--- src/rtl/delay_line_prog.sv ---
// delay_line_prog: runtime-programmable valid/data delay line that advances on en and flushes on depth change.
// Define DELAY_LINE_PROG_INFLIGHT_EN to add the inflight_o token counter.
module delay_line_prog #(
    parameter int WIDTH         = 16,
    parameter int MAX_DEPTH     = 32,
    parameter int DEFAULT_DEPTH = MAX_DEPTH
) (
    input  logic                       clk,
    input  logic                       reset,
    input  logic                       en,
    input  logic                       depth_load,
    input  logic [$clog2(MAX_DEPTH):0] depth_i,
    input  logic                       valid_i,
    input  logic [WIDTH-1:0]           data_i,
    output logic                       valid_o,
    output logic [WIDTH-1:0]           data_o,
    output logic                       filled_o,
`ifdef DELAY_LINE_PROG_INFLIGHT_EN
    output logic [$clog2(MAX_DEPTH):0] depth_o,
    output logic [$clog2(MAX_DEPTH):0] inflight_o
`else
    output logic [$clog2(MAX_DEPTH):0] depth_o
`endif
);
    localparam int PW = $clog2(MAX_DEPTH);
    localparam int DW = PW + 1;
    localparam logic [DW-1:0] MAX_D = DW'(MAX_DEPTH);
    localparam logic [DW-1:0] RST_D = DEFAULT_DEPTH < 1 ? DW'(1) :
                                      DEFAULT_DEPTH > MAX_DEPTH ? MAX_D : DW'(DEFAULT_DEPTH);
    localparam logic [PW-1:0] LAST = PW'(MAX_DEPTH - 1);

    typedef enum logic [1:0] {EMPTY, FILL, FULL} state_t;

    state_t               state_q, state_d;
    logic [DW-1:0]        depth_q, depth_d, cnt_q, cnt_d, load_val, rd_sum;
    logic [PW-1:0]        wp_q, wp_d, rd_ptr;
    logic [MAX_DEPTH-1:0] vmem_q, vmem_d;
    logic [WIDTH-1:0]     dmem_q [MAX_DEPTH];
    logic [WIDTH-1:0]     dmem_d [MAX_DEPTH];
    logic                 valid_q, valid_d, rd_valid;
    logic [WIDTH-1:0]     data_q, data_d, rd_data;

    // The output register is the last stage, so the buffer only holds D-1 entries
    // and a depth of 1 bypasses the buffer entirely.
    always_comb begin
        load_val = depth_i == '0 ? DW'(1) : depth_i > MAX_D ? MAX_D : depth_i;
        rd_sum   = DW'(wp_q) + MAX_D - (depth_q - DW'(1));
        rd_ptr   = PW'(rd_sum >= MAX_D ? rd_sum - MAX_D : rd_sum);
        rd_valid = depth_q == DW'(1) ? valid_i : vmem_q[rd_ptr];
        rd_data  = depth_q == DW'(1) ? data_i : dmem_q[rd_ptr];
        depth_d  = depth_q;
        state_d  = state_q;
        cnt_d    = cnt_q;
        wp_d     = wp_q;
        vmem_d   = vmem_q;
        dmem_d   = dmem_q;
        valid_d  = valid_q;
        data_d   = data_q;
        if (depth_load) begin
            depth_d = load_val;
            state_d = EMPTY;
            cnt_d   = '0;
            wp_d    = '0;
            vmem_d  = '0;
            valid_d = 1'b0;
            data_d  = '0;
        end else if (en) begin
            vmem_d[wp_q] = valid_i;
            dmem_d[wp_q] = data_i;
            wp_d         = wp_q == LAST ? '0 : wp_q + PW'(1);
            valid_d      = rd_valid;
            data_d       = rd_valid ? rd_data : '0;
            cnt_d        = state_q == FULL ? cnt_q : cnt_q + DW'(1);
            state_d      = state_q == FULL || cnt_d == depth_q ? FULL : FILL;
        end
    end

    always_ff @(posedge clk) begin
        if (reset) begin
            depth_q <= RST_D;
            state_q <= EMPTY;
            cnt_q   <= '0;
            wp_q    <= '0;
            vmem_q  <= '0;
            valid_q <= 1'b0;
            data_q  <= '0;
        end else begin
            depth_q <= depth_d;
            state_q <= state_d;
            cnt_q   <= cnt_d;
            wp_q    <= wp_d;
            vmem_q  <= vmem_d;
            valid_q <= valid_d;
            data_q  <= data_d;
        end
    end

    always_ff @(posedge clk) begin
        dmem_q <= dmem_d;
    end

    assign valid_o  = valid_q;
    assign data_o   = data_q;
    assign filled_o = state_q == FULL;
    assign depth_o  = depth_q;

`ifdef DELAY_LINE_PROG_INFLIGHT_EN
    logic [DW-1:0] infl_q, infl_d;

    always_comb begin
        infl_d = depth_load ? '0 : en ? infl_q + DW'(valid_i) - DW'(rd_valid) : infl_q;
    end

    always_ff @(posedge clk) begin
        infl_q <= reset ? '0 : infl_d;
    end

    assign inflight_o = infl_q;
`else
    // Without the counter the line has no per-token bookkeeping beyond the valid bits.
`endif
endmodule

--- config.mk ---
export PLATFORM = sky130hd
export DESIGN_NAME = delay_line_prog
export DESIGN_NICKNAME = d
export VERILOG_FILES = /design/src/rtl/delay_line_prog.sv
export SDC_FILE = /design/constraint.sdc
export NUM_CORES = 1
export LEC_CHECK = 0
export ABC_AREA = 1
export CAP_MARGIN = 20
export CORE_AREA = 2 2 213 215
export CTS_BUF_LIST = sky130_fd_sc_hd__clkbuf_2 sky130_fd_sc_hd__clkbuf_4 sky130_fd_sc_hd__clkbuf_8
export DETAILED_ROUTE_END_ITERATION = 10
export DIE_AREA = 0 0 215 217
export PLACE_DENSITY = 0.82
export SETUP_SLACK_MARGIN = 0.3
export SLEW_MARGIN = 20
export SYNTH_ARGS = -nofsm -noshare
export SYNTH_HDL_FRONTEND = slang
export SYNTH_SLANG_ARGS = --single-unit
--- constraint.sdc ---
create_clock -name clk -period 4.35 [get_ports clk]
set_input_delay 0.6525 -clock clk [delete_from_list [all_inputs] [get_ports clk]]
set_output_delay 0.6525 -clock clk [all_outputs]
set_load 0.05 [all_outputs]
* Yosys cells after proc, flatten, opt, wreduce, memory -nomap -nowiden
Index checks and enable logic that the tools add are counted.
** Cells by class
- Magnitude comparators :: 8
- Reduce and logical (&&, ||, !) cells :: 6
- Bitwise operators :: 3
- $add $sub $neg :: 6
- Multiplexer cells :: 20
- Equality and inequality tests :: 4
** Operators with widths (count)
- $bwmux W512 :: 1
- $bmux W16 S5 :: 1
- $demux W16 S5 :: 1
- $mux W16 :: 5
- $bwmux W32 :: 1
- $ge A6 B6 Y1 const B :: 3
- $mux W6 :: 3
- $lt A5 B6 Y1 const B :: 2
- $not A5 Y6 :: 2
- $mux W5 :: 2
- $add A5 B6 Y6 const B :: 1
- $add A6 B1 Y6 const B :: 1
- $eq A6 B1 Y1 const B :: 1
- $eq A6 B6 Y1 :: 1
- $gt A6 B6 Y1 const B :: 1
- $logic_not A6 Y1 :: 1
- $lt A6 B1 Y1 const B :: 1
- $sub A6 B1 Y6 const B :: 1
- $sub A6 B6 Y6 :: 1
- $add A5 B1 Y5 const B :: 1
- $bmux W1 S5 :: 1
- $demux W1 S5 :: 1
- $eq A5 B5 Y1 const B :: 1
- $ge A5 B1 Y1 const B :: 1
- 9 further kinds :: 12
** Storage, ports and cells
- Register bits :: 580
- Output and inout port bits :: 24
- Input port bits :: 27
- Logic and storage cells :: 86

* Depth between registers and ports, before layout
Gate-level depths: netlist of the first run.
- Depth in word-level cells :: 10
- Depth in mapped cells :: 17
- Mapped depth without buffers :: 16

* Least setup slack after synthesis of the first run
No wires, ideal clock.
- Path type :: reg-to-reg
- Start point :: reg depth_q[0] (netlist: depth_o[0])
- End point :: reg data_q[6] (netlist: data_o[6])
- Data required time :: 4.222 ns
- Arrival time :: 2.866 ns
- Cell stages (with the launch flop) :: 16
- Setup time :: 0.128 ns
- Buffers on the path :: 1
- Clock period less this slack :: 2.994 ns
- Setup slack :: 1.356 ns
- Cells stage by stage :: dfxtp_1 -> inv_1 -> ha_1 -> ha_1 -> fa_1 -> xnor2_2 -> clkinv_1 -> nand3_1 -> nand3_1 -> nand2_1 -> nand2_2 -> nand2_4 -> buf_6 -> nor2_1 -> nor2_1 -> nor2_1
** Between the ends
- Longest elaborated chain between the ends :: 10
- Elaborated cells between the ends (all ways) :: 15
- Those cells by class :: add/sub: 3; order compare: 1; eq/ne: 1; mux: 9; bitwise: 1
** Ends and longest elaborated chain
- from (decl) :: RTL line 35 : logic [DW-1:0] depth_q, depth_d, cnt_q, cnt_d, load_val, rd_sum;
- from (signal assigned) :: RTL line 88 : depth_q <= depth_d;
- $sub A6 B1 Y6 :: RTL line 47 : rd_sum = DW'(wp_q) + MAX_D - (depth_q - DW'(1));
- $sub A6 B6 Y6 :: RTL line 47
- $sub A5 B1 Y5 / $ge A6 B6 Y1 (equally long branches) :: RTL line 48 : rd_ptr = PW'(rd_sum >= MAX_D ? rd_sum - MAX_D : rd_sum);
- $mux W5 :: RTL line 48
- $not A5 Y6 (not written as such) :: RTL line 50 : rd_data = depth_q == DW'(1) ? data_i : dmem_q[rd_ptr];
- $bmux W16 S5 :: RTL line 50
- $mux W16 (not written as such) (2 in series) :: RTL line 50
- $mux W16 :: RTL line 50
- $mux W16 * :: RTL line 72 : data_d = rd_valid ? rd_data : '0;
- to (signal assigned) :: RTL line 94 : data_q <= data_d;
- to (decl) :: RTL line 41 : logic [WIDTH-1:0] data_q, data_d, rd_data;
Mark *: on every way between the ends. The rest lies on a longest branch, timed or not. The select of a mux whose other input is x is not followed.
A chain may end at the register's enable or synchronous reset.

* Worst setup path after layout of the first run
- Start point :: reg wp_q[1]
- End point :: reg data_q[9] (netlist: data_o[9])
** Between the ends
- Longest elaborated chain between the ends :: 10
- Elaborated cells between the ends (all ways) :: 14
- Those cells by class :: add/sub: 3; order compare: 1; mux: 9; bitwise: 1
** Ends and longest elaborated chain
- from (decl) :: RTL line 36 : logic [PW-1:0] wp_q, wp_d, rd_ptr;
- from (signal assigned) :: RTL line 91 : wp_q <= wp_d;
- $add A5 B6 Y6 * :: RTL line 47
- $sub A6 B6 Y6 * :: RTL line 47
- $sub A5 B1 Y5 / $ge A6 B6 Y1 (equally long branches) :: RTL line 48
- $mux W5 * :: RTL line 48
- $not A5 Y6 (not written as such) :: RTL line 50
- $bmux W16 S5 :: RTL line 50
- $mux W16 (not written as such) (2 in series) :: RTL line 50
- $mux W16 :: RTL line 50
- $mux W16 * :: RTL line 72
Marked as above.

==> results of run 1 <==
worst max-delay path, delay by kind of cell, from the launching register on:
| family | cells | cell delay [ns] |
|---|---|---|
| buffers and inverters | 4 | 1.17 |
| AND/OR/NAND/NOR | 8 | 0.98 |
| adder cells (fa/ha/maj) | 3 | 0.95 |
| flip-flops | 1 | 0.36 |
layout make-up:
cell class                      count  area (um2)  share of cell area (%)
Sequential cell                   580       16700                    61.0
Clock buffer                      140        1650                    6.00
Antenna cell                        1        2.50                 0.00913
Tap cell                          600         751                    2.74
Clock inverter                     21         131                   0.479
Multi-Input combinational cell   1450        6660                    24.3
Timing Repair Buffer              122        1140                    4.14
Inverter                           92         355                    1.30
report_power, final:
part | switching (mW) | internal, mW
registers | 0.0228 | 6.08
logic | 0.967 | 0.373
clock network | 2.07 | 2.46
total | 3.06 | 8.91
registers in the layout (all words and copies together), names as in the netlist:
register	flops
state_q	2
dmem_q	512
depth_o	6
data_o	16
cnt_q	6
vmem_q	32
valid_o	1
wp_q	5
worst max path at each step:
stage	from	endpoint	slack, ns	cells past startpoint
after floorplan	depth_o[0]	data_o[6]	1.36	15
after detailed placement	wp_q[1]	data_o[9]	1.03	15
after global placement	wp_q[1]	data_o[11]	1.15	15
after CTS	wp_q[1]	data_o[9]	0.90	15
after global routing	wp_q[1]	data_o[9]	0.72	15
final	wp_q[1]	data_o[9]	0.81	15
layout by cell type (no fill, tap or decap), drive strengths merged:
cell type      instances
fa                     1
diode                  1
nor2                 126
xnor2                  1
buf                   73
clkinvlp               2
edfxtp               512
clkinv                17
o21ai                 44
ha                    13
a31o                   1
clkbuf               140
nand3                533
dfxtp                 68
clkdlybuf4s50         49
o211ai                 2
or2                   16
bufinv                 1
inv                   93
a21oi                 46
xor2                   4
nor3                  27
o22ai                  4
nand2                632
routing by layer:
layer  part of all wire (%)  vias to the layer above
met3                     12                      220
met4                    4.7                        0
met1                     36                     8479
met2                     47                     1205
met5                      0                        -
li1                       -                     7989
logic make-up after synthesis:
| family | count (synthesis) | synth area share, % |
|---|---|---|
| AO/OA/AOI/OAI | 97 | 2.06 |
| XOR/XNOR | 5 | 0.212 |
| adder cells (fa/ha/maj) | 14 | 0.755 |
| buffers and inverters | 227 | 4.05 |
| flip-flops | 580 | 69.1 |
| AND/OR/NAND/NOR | 1334 | 23.8 |
==> flow_summary.yaml, run 1 <==
status:
  status: "completed"
yosys:
  syn_area_per_cell_um2: 10.7
  synth_ff_type: "edfxtp_1"
  synth.largest_area_cell: "edfxtp_1"
  yosysWarningCount: 0
  yosysUniqueCellTypes: 26
  synthTopCellsByCount: "629 x nand2_1, 533 x nand3_1, 512 x edfxtp_1, 126 x nor2_1, 87 x inv_1"
  yosysMostFrequentCell: "nand2_1"
  yosysSeqAreaShare_pct: 69.1
  async_flop_share_pct: 0
  synth_edf_count: 512
  ys_ff_latch: 580
  syn_area_um2: 24200
  synth_cells: 2257
  synth.net_count: 2298
  yosys-top-cells-area: "edfxtp_1 64%, nand3_1 11%, nand2_1 9.8%"
  synth_top_area_share_pct: 63.5
cts:
  clock_path_buffers: 3
  cts.reportedPaths.clkPinSlew_ns: 0.06
  postCtsSetupBuffers: 0
  cts_buffers: 89
  cts_tree: "done"
  cts-resized-gates: 0
  htreeDepth: 3
  cts_root_buf: "clkbuf_8"
  insertion_delay_ns: 0.68
  cts_hold_buf: 0
  clock_sinks: 580
floorplan:
  dieArea_um2: 46700
  die_x_um: 215
  initial_core_util_pct: 54.2
  die_h_um: 217
  core_um2: 44700
  row_count: 78
  io_pins: 51
routing:
  wire_per_inst_um: 21.4
  num_vias: 17893
  vias_per_cell: 5.95
  drtIter0Drc: 2677
  drt_pre_antenna_iters: 5
  wl_um: 64300
  detail-route-antenna-nets: 0
  drc: 0
worst_setup_path:
  cp_cell_sequence: "inv_1 -> ha_1 -> inv_1 -> ha_4 -> fa_2 -> inv_2 -> buf_4 -> nand3_1 -> nand3_1 -> nand3_1 -> nand3_1 -> nand2_1 -> nor2_1 -> nor2_1 -> nor2_1"
  worstPathArrival_ns: 4.14
  cp-start-kind: "register"
  critPathMaxFanout: 28
  max_stage_delay_ns: 0.62
  r2r-start: "wp_q[1]"
  r2r_cells: 15
  reg2reg_to: "data_o[9]"
  cpMostUsedCell: "nand3_1"
  reg2reg_setup_slack_ns: 0.81
  critical_path_class: "reg -> reg"
  endpoint_kind: "register"
  cp_slowest_cell: "inv_2"
  cp.required_ns: 4.94
global_route:
  grt_pass1_wl_um: 98700
  met1_usage_pct: 35.5
  grt-busiest-layer: "met2"
  grt_usage_pct: 27.7
  grt_pass1_vias: 17568
  grt_util_met3_pct: 7.24
  grt_max_degree: 155
  overflow: 0
  antenna_found_initial: 1
  met2_usage_pct: 43.4
min_path:
  hp-start: "vmem_q[2]"
  min_to: "vmem_q[2]"
  hold-path-cell-count: 2
  min_path_type: "reg -> reg"
cells_and_area:
  area_growth_syn_to_layout_pct: 13.2
  drive_gt1_share_pct: 11.4
  fin_nets: 2376
  finalNonFillerCells: 3006
  finalInstanceArea_um2: 27400
  final_util_pct: 61.3
  nFillCells: 3369
pwr:
  power_density_nw_per_um2: 436
  finalPower_mw: 12.0
  leakage_nw: 9.91
  worst_ir_drop_vdd_v: 0.000291
placement:
  routabilityCongestion: 0.900
  port_buffers: 50
  pre_cts_slack_ns: 1.03
  placed_area_um2: 25600
  placed_cells: 2844
  hpwlAfterDp_um: 37500
timing:
  slew_headroom_pct: 35.6
  post-route-min-period_ns: 3.54
  final_max_slew_viol_count: 0
  final_hold_viol_count: 0
  fin_tns_setup_ns: 0
  fmax_mhz: 282
  setup_viol: 0
  fin_skew_ns: 0.0392
  min_period_over_period_pct: 81.5
  hold_ws_ns: 0.451
  rsz0062_at_grt: "no"
  layout_setup_ws_ns: 0.805
  tightestPinTransition_ns: 0.967
run:
  cap_violations: 0
Note: power is estimated with default switching activity, not from simulation.
==> run 2, diff against run 1 <==
clock period = 3.4 ns   (was 4.35 ns; I/O delays follow)
==> run 2 against run 1 <==
Net effect:
- total power rose by 27%
- largest power group unchanged
- flip-flop and latch count did not move
- sequential share of layout area fell by 0.42 points
- sequential power rose by 28%
- fmax rose by 18%
- via count rose by 1.2%
- global-route usage rose by 0.56 points
- first-iteration DRC count rose by 5.0%
- clock power rose by 23%
- critical path depth did not move
==> flow_summary.yaml, run 2 (synthesized netlist as in run 1, its figures left out) <==
status:
  status: "completed"
global_route:
  overflow: 0
  grt_pass1_vias: 17508
  grt_max_degree: 163
  grt_usage_pct: 28.3
  grt_pass1_wl_um: 100000
  antenna_found_initial: 0
floorplan:
  row_count: 78
  core_um2: 44700
  die_x_um: 215
  io_pins: 51
  dieArea_um2: 46700
  initial_core_util_pct: 54.2
  die_h_um: 217
cells_and_area:
  num_antenna_cells: 0
  layout_common_cells: "629 x nand2_1, 530 x nand3_1, 512 x edfxtp_1"
  fin_nets: 2398
  drive_gt1_share_pct: 11.6
  top_register: "dmem_q"
  area_growth_syn_to_layout_pct: 14.0
  layout_commonest_cell: "nand2_1"
  largest_register_ffs: 512
pwr:
  worst_ir_drop_vdd_v: 0.000419
  finalPower_mw: 15.2
  leakage_nw: 10.0
  power_density_nw_per_um2: 550
routing:
  wl_um: 66400
  drt_pre_antenna_iters: 6
  wire_per_inst_um: 22.0
  num_vias: 18101
  drtIter0Drc: 2811
  detail-route-antenna-nets: 0
  vias_per_cell: 5.99
  drc: 0
worst_setup_path:
  crit_buf_inv: 4
  r2r-start: "wp_q[1]"
  cp_cell_sequence: "inv_1 -> ha_1 -> inv_1 -> ha_4 -> fa_2 -> buf_4 -> clkbuf_16 -> nand3_1 -> nand3_1 -> nand3_1 -> nand3_1 -> nand2_1 -> nor2_1 -> nor2_1 -> nor2_1"
  cp-startpoint: "wp_q[1]"
  max_stage_delay_ns: 0.65
  cp-start-kind: "register"
  cpMostUsedCell: "nand3_1"
  critical_path_class: "reg -> reg"
  endpoint_kind: "register"
  critPathMaxFanout: 17
  cp_slowest_cell: "fa_2"
  worstPathArrival_ns: 3.60
  crit_family: "adder cells"
  cp.required_ns: 3.99
cts:
  cts.reportedPaths.clkPinSlew_ns: 0.06
  cts_buffers: 88
  cts_hold_buf: 0
  cts_tree: "done"
  insertion_delay_ns: 0.67
  clock_sinks: 580
  htreeDepth: 3
  clock_path_buffers: 3
  cts_root_buf: "clkbuf_8"
min_path:
  min_path_type: "in -> reg"
  hp-start: "depth_i[3]"
timing:
  fmax_mhz: 332
  fin_tns_setup_ns: 0
  post-route-min-period_ns: 3.01
  final_hold_viol_count: 0
  tightestPinTransition_ns: 1.09
  setup_viol: 0
  rsz0062_at_grt: "yes"
  fin_skew_ns: 0.0167
  final_max_slew_viol_count: 0
  slew_headroom_pct: 27.2
  min_period_over_period_pct: 88.5
placement:
  hpwlAfterDp_um: 39100
  port_buffers: 50
  routabilityCongestion: 0.946
run:
  cap_violations: 0
## run 2: final cells by class
cell class | count | area (um2)
clock inverter | 41 | 240
tap | 600 | 751
inverter | 92 | 358
clock buffer | 115 | 1450
multi-input combinational | 1450 | 6680
fill | 3400 | 17100
sequential | 580 | 16700
timing repair buffer | 145 | 1400
## run 2: path summary, 6_finish.rpt
| check | cells past startpoint | slack [ns] | to |
|---|---|---|---|
| max | 15 | 0.39 | data_o[1] |
| min | 3 | 0.44 | depth_o[3] |
| max reg2reg | 15 | 0.39 | data_o[1] |
| min reg2reg | 2 | 0.47 | vmem_q[1] |
## run 2: power by group
group	switching (mW)	internal, mW
clock network	2.63	2.92
registers	0.0314	7.78
logic	1.29	0.522
total	3.95	11.2
## run 2: what timing repair did
item	in CTS	in global routing
buffers inserted	0	2
cloned	0	2
endpoints found under the setup margin	2	16
resized for setup	1	11
hold endpoints to repair	0	0
pin swaps	0	1
## run 2: metal layers
layer  wire length [um]  up-vias  global-route usage [%]
met5                  0        -                       0
met4               3460        0                    14.7
met3               8670      217                    6.44
met2              30400     1311                    43.8
met1              23900     8548                    37.7
li1                   -     8025                       -
## run 2: worst reg2reg max path: stages (launching register included)
cell	delay (ns)
dfxtp_1	0.36
inv_1	0.11
ha_1	0.31
inv_1	0.06
ha_4	0.17
fa_2	0.65
buf_4	0.18
clkbuf_16	0.21
nand3_1	0.10
nand3_1	0.15
nand3_1	0.22
nand3_1	0.13
nand2_1	0.06
nor2_1	0.10
nor2_1	0.05
nor2_1	0.08
## run 2: stage by stage
stage | utilization (%) | cells | hold slack, ns | setup slack [ns] | area [um2]
6_report | 61.8 | 3023 | 0.441 | 0.390 | 27600
5_1_grt | 61.8 | 3023 | 0.456 | 0.274 | 27600
4_1_cts | 61.5 | 3019 | 0.417 | 0.326 | 27500
3_5_place_dp | 57.7 | 2863 | 0.458 | 0.292 | 25800
3_3_place_gp | 57.7 | 2863 | 0.437 | 0.388 | 25800
2_1_floorplan | - | 2257 | 0.429 | 0.406 | 24200
